File: config.mk
export PLATFORM = sky130hd
export DESIGN_NAME = ar_fifo_merge_arb
export DESIGN_NICKNAME = d
export VERILOG_FILES = /design/src/rtl/ar_arb_pkg.sv /design/src/rtl/ar_rr_pick.sv /design/src/rtl/ar_fifo_merge_arb.sv
export SDC_FILE = /design/constraint.sdc
export NUM_CORES = 1
export LEC_CHECK = 0
export CAP_MARGIN = 15
export CORE_MARGIN = 10
export CORE_UTILIZATION = 60
export DETAILED_ROUTE_END_ITERATION = 10
export DONT_BUFFER_PORTS = 1
export GPL_TIMING_DRIVEN = 0
export MAX_ROUTING_LAYER = met4
export PLACE_DENSITY_LB_ADDON = 0.08
export SETUP_SLACK_MARGIN = 0.05
export SLEW_MARGIN = 25
export SYNTH_ARGS = -nofsm -noshare
export SYNTH_HDL_FRONTEND = slang
export SYNTH_SLANG_ARGS = --single-unit
export TNS_END_PERCENT = 1
File: constraint.sdc
create_clock -name CLK -period 2.8 [get_ports CLK]
set_input_delay 0.56 -clock CLK [delete_from_list [all_inputs] [get_ports CLK]]
set_output_delay 0.56 -clock CLK [all_outputs]
set_load 0.005 [all_outputs]
File: src/rtl/ar_arb_pkg.sv
// ar_arb_pkg: shared state encoding, default sizes and round-robin pick function for the merge arbiters
package ar_arb_pkg;
    localparam int DEF_WIDTH = 32;
    localparam int DEF_NREQ = 4;
    typedef enum logic {ST_IDLE = 1'b0, ST_BUSY = 1'b1} state_e;
    function automatic int rr_pick(input logic [15:0] req, input int last, input int nreq = DEF_NREQ);
        int idx;
        rr_pick = last;
        for (int k = 16; k >= 1; k--) begin
            idx = last + k >= nreq ? last + k - nreq : last + k;
            if (k <= nreq && req[4'(idx)]) rr_pick = idx;
        end
    endfunction
endpackage

File: src/rtl/ar_rr_pick.sv
// ar_rr_pick: combinational round-robin priority encoder starting after the last-served index
module ar_rr_pick
    import ar_arb_pkg::*;
#(
    parameter int NREQ = DEF_NREQ,
    parameter int L2NREQ = $clog2(NREQ)
) (
    input  logic [NREQ-1:0]   req_i,
    input  logic [L2NREQ-1:0] last_i,
    output logic [L2NREQ-1:0] idx_o,
    output logic              any_o
);
    assign any_o = |req_i;
    assign idx_o = L2NREQ'(rr_pick(16'(req_i), int'(last_i), NREQ));
endmodule

File: src/rtl/ar_fifo_merge_arb.sv
// ar_fifo_merge_arb: round-robin, message-atomic sharing of one FIFO enqueue port among NREQ producers
module ar_fifo_merge_arb
    import ar_arb_pkg::*;
#(
    parameter int WIDTH = DEF_WIDTH,
    parameter int NREQ = DEF_NREQ,
    parameter int L2NREQ = $clog2(NREQ)
) (
    input  logic                  CLK,
    input  logic                  RST_N,
    input  logic                  CLR,
    input  logic [NREQ-1:0]       REQ_ENQ,
    input  logic [NREQ-1:0]       REQ_EOP,
    input  logic [NREQ*WIDTH-1:0] REQ_DATA,
    output logic [NREQ-1:0]       REQ_RDY,
    output logic                  FIFO_ENQ,
    output logic [WIDTH:0]        FIFO_D_IN,
    input  logic                  FIFO_FULL_N,
    output logic                  GRANT_VLD,
    output logic [L2NREQ-1:0]     GRANT_ID,
    output logic [15:0]           MSG_CNT
);
    state_e state_q, state_d;
    logic [L2NREQ-1:0] gnt_q, gnt_d, last_q, last_d, pick;
    logic [15:0] cnt_q, cnt_d;
    logic any, busy, xfer, sel_enq, sel_eop;
    logic [WIDTH-1:0] sel_data;

    ar_rr_pick #(.NREQ(NREQ), .L2NREQ(L2NREQ)) u_pick (
        .req_i (REQ_ENQ),
        .last_i(last_q),
        .idx_o (pick),
        .any_o (any)
    );

    always_comb begin
        sel_enq = 1'b0;
        sel_eop = 1'b0;
        sel_data = '0;
        for (int i = 0; i < NREQ; i++)
            if (gnt_q == L2NREQ'(i)) begin
                sel_enq = REQ_ENQ[i];
                sel_eop = REQ_EOP[i];
                sel_data = REQ_DATA[i*WIDTH +: WIDTH];
            end
    end

    assign busy = state_q == ST_BUSY;
    assign xfer = busy && sel_enq && FIFO_FULL_N;
    assign REQ_RDY = busy && FIFO_FULL_N ? NREQ'(1) << gnt_q : '0;
    assign FIFO_ENQ = xfer;
    assign FIFO_D_IN = {sel_eop, sel_data};
    assign GRANT_VLD = busy;
    assign GRANT_ID = gnt_q;
    assign MSG_CNT = cnt_q;

    // the arbitration cycle moves no data; the grant lasts until an accepted EOP word
    always_comb begin
        state_d = state_q;
        gnt_d = gnt_q;
        last_d = last_q;
        cnt_d = cnt_q;
        if (!busy && any) begin
            state_d = ST_BUSY;
            gnt_d = pick;
        end
        if (xfer && sel_eop) begin
            state_d = ST_IDLE;
            last_d = gnt_q;
            cnt_d = cnt_q + 16'd1;
        end
    end

    always_ff @(posedge CLK)
        if (!RST_N || CLR) begin
            state_q <= ST_IDLE;
            gnt_q <= '0;
            last_q <= L2NREQ'(NREQ - 1);
            cnt_q <= '0;
        end else begin
            state_q <= state_d;
            gnt_q <= gnt_d;
            last_q <= last_d;
            cnt_q <= cnt_d;
        end
endmodule
==> out/qor.csv <==
stage,metric,value,unit
critical_path,Critical Path AT,1.99,ns
job,Max Cap Viol,0,
floorplan,# IOs,197,
logic_synthesis,synthesized instance count,196,
global_routing,initial antenna violation count,3,
critical_path,CP Launch Type,flop,
logic_synthesis,Post-synth EDFFs,0,
critical_path,CP required,2.24,ns
place,port bufs,0,
timing,Fmax achieved,0.391,GHz
timing,final setup margin,0.245,ns
logic_synthesis,Most used DFF post-synth,dfxtp_1,
clocking,CTS tree,yes,
floorplan,Core Box Area,3340,um^2
timing,Final setup viols,0,
timing,fin crit period,2.55,ns
global_routing,grt ovf,0,
drt,vias per inst,7.82,
logic_synthesis,post-synth cell types,47,
final_layout,fillers,279,
drt,Routed Antenna Nets,0,
final_layout,fin nets,347,
clocking,# hold bufs at CTS,0,
timing,Least-Margin Pin Slew,0.794,ns
min_path,Hold WC Path Type,input pin to flop,
floorplan,die area,6230,um^2
logic_synthesis,"Avg Cell Area, Syn",10.6,um^2
timing,final setup skew,0.00322,ns
drt,via count,1962,
pwr,Max IR drop VDD,0.000207,V
critical_path,Critical path buffers and inverters,2,
global_routing,vias in the first global route,1931,
place,Place WS,0.369,ns
logic_synthesis,async set-or-reset flop fraction in the synthesized netlist,0,%
floorplan,DIE HEIGHT,79.0,um
global_routing,global-route wire length before repair,12800,um
critical_path,Critical Path Fanout Max,10,
floorplan,Rows,21,
place,hpwl dp,7990,um
floorplan,initial core utilization,62.5,%
timing,crit share post-route,91.2,%
place,routability congestion estimate,0.943,
clocking,Worst-Skew Late Latency,0.31,ns
clocking,Max Root-Sink Buffers,2,
pwr,Pwr Density,290,nW/um^2
final_layout,share of layout cells above drive strength 1,25.0,%
critical_path,CP max stage delay,0.53,ns
logic_synthesis,post-synthesis sequential area ratio,20.2,%
run_status,status,completed,
timing,final setup TNS,0,ns
logic_synthesis,Yosys Warn Count,0,
clocking,Clock Pin Slew Worst Setup and Hold Paths,0.11,ns
timing,smallest hold slack,0.426,ns
clocking,total CTS buffers,3,
clocking,TritonCTS Sinks,21,
critical_path,critical-path cell list,clkbuf_2 -> clkbuf_1 -> mux4_2,
timing,max-slew violations,0,
critical_path,CP max stage cell,dfxtp_1,
timing,final hold violation count,0,
clocking,Root Buffer,clkbuf_4,
global_routing,GRT Total Usage,27.6,%
timing,Slew HR,46.6,%
drt,Initial DRC Count,160,
clocking,H-Tree Depth,1,
logic_synthesis,Syn Nets,342,
floorplan,Die Span X,79.0,um
pwr,total power,0.000635,W
critical_path,Setup CP Type,flop to output port,
drt,Routed wire per std cell,36.4,um
timing,unrepaired setup endpoints after global routing,false,
drt,Total Wirelength,9140,um
drt,Pre-Repair DR Iteration Count,4,
global_routing,largest net degree at the start of global routing,12,
critical_path,Crit path max-delay family,buffers and inverters,
drt,Residual DRC,0,
final_layout,Final Util,65.7,%
critical_path,critical path capture point type,output port,
logic_synthesis,Post-Syn Area,2090,um^2
logic_synthesis,Synth Register Bits,21,
final_layout,synth-to-layout area growth,5.16,%
pwr,Leakage,0.661,nW
[per-layer routing]
metal / share of wire, % / global-route usage [%]
met3: 16 / 15.4
met4: 1.2 / 5.20
met5: 0 / -
met2: 50 / 43.9
met1: 33 / 29.8
[worst reg2reg max path: stages, from the launching register on]
cell and delay, ns:
dfxtp_1 0.40, buf_2 0.25, inv_1 0.11, ha_1 0.30
buf_1 0.19, or3_1 0.46, a21bo_2 0.23, a41oi_1 0.20
[what timing repair did]
action,in CTS,in global routing
setup buffers,0,0
setup endpoints to repair,15,24
cloned,0,0
gates resized for setup,1,7
endpoints found under the hold margin,0,0
[through the flow]
step / instance area (um^2) / instances
6_report: 2190 / 251
4_1_cts: 2170 / 246
5_1_grt: 2190 / 249
2_1_floorplan: 2090 / 196
3_3_place_gp: 2140 / 242
3_5_place_dp: 2140 / 242
[report_power, final]
part           internal [W]  switching [W]
logic             0.0000935      0.0000889
registers          0.000301     0.00000453
clock network     0.0000556      0.0000915
total              0.000450       0.000185
[registers in the layout (all words and copies together) (netlist names)]
register / count
GRANT_ID: 2
GRANT_VLD: 1
MSG_CNT: 16
last_q: 2
[cell usage after synthesis, drive strengths merged (2+ instances only)]
library cell	count	area, um^2
o21ai	5	25.0
o211ai	4	30.0
nand4	5	31.3
clkbuf	6	22.5
nand3	8	52.6
a21oi	12	60.1
or4	10	75.1
nand2	13	48.8
o21a	2	15.0
mux4	34	766
nor2	5	18.8
nor3	2	10.0
inv	3	11.3
nor3b	2	15.0
o31ai	8	60.1
or3	5	31.3
mux2i	3	30.0
buf	11	52.6
nor2b	2	12.5
nand2b	2	12.5
o2111ai	2	17.5
and2	3	18.8
and3	4	25.0
dfxtp	21	420
ha	6	75.1
[cells in the final DEF (no fill, tap or decap), types with 4 or more instances in the layout]
| cell type | Yosys | final |
|---|---|---|
| or3_1 | 5 | 5 |
| mux4_2 | 34 | 34 |
| nand4_1 | 5 | 5 |
| clkbuf_1 | 6 | 4 |
| dfxtp_1 | 21 | 21 |
| o31ai_1 | 8 | 8 |
| nor2_1 | 5 | 5 |
| clkbuf_4 | 0 | 6 |
| diode_2 | 0 | 5 |
| nand2_1 | 13 | 13 |
| nand3_1 | 7 | 7 |
| and3_1 | 4 | 4 |
| buf_1 | 4 | 4 |
| a21oi_1 | 12 | 12 |
| or4_1 | 10 | 10 |
| o211ai_1 | 4 | 4 |
| ha_1 | 6 | 6 |
[cells by family (layout without fill, tap and decap cells)]
group / count (synthesis) / after routing / share of synthesized area, %
other cells: 0 / 5 / 0
mux: 38 / 38 / 38.7
compound gates: 45 / 45 / 14.7
fa+ha+maj: 6 / 6 / 3.60
xor+xnor: 2 / 2 / 0.840
simple gates: 64 / 64 / 17.9
buf+inv: 20 / 24 / 4.14
flops: 21 / 21 / 20.2
[final cells by class]
class,instances,area [um^2],share of cell area [%]
antenna,5,12.5,0.570
buffer,17,86.3,3.94
clock buffer,4,26.3,1.20
inverter,3,11.3,0.513
multi-input combinational,155,1580,72.0
sequential,21,420,19.2
tap,46,57.6,2.62
[path summary, 6_finish.rpt]
kind,cells past startpoint,start,endpoint,slack [ns]
worst min-delay path,1,REQ_ENQ[2],GRANT_VLD$_SDFFE_PP0P_,0.43
worst max register to register,7,last_q[0]$_SDFFE_PP1P_,GRANT_ID[0]$_SDFFE_PP0P_,0.59
worst min register to register,2,MSG_CNT[1]$_SDFFE_PP0P_,MSG_CNT[1]$_SDFFE_PP0P_,0.54
worst max-delay path,3,GRANT_ID[1]$_SDFFE_PP0P_,FIFO_D_IN[26],0.25
Power figures use the tool's default switching activity.
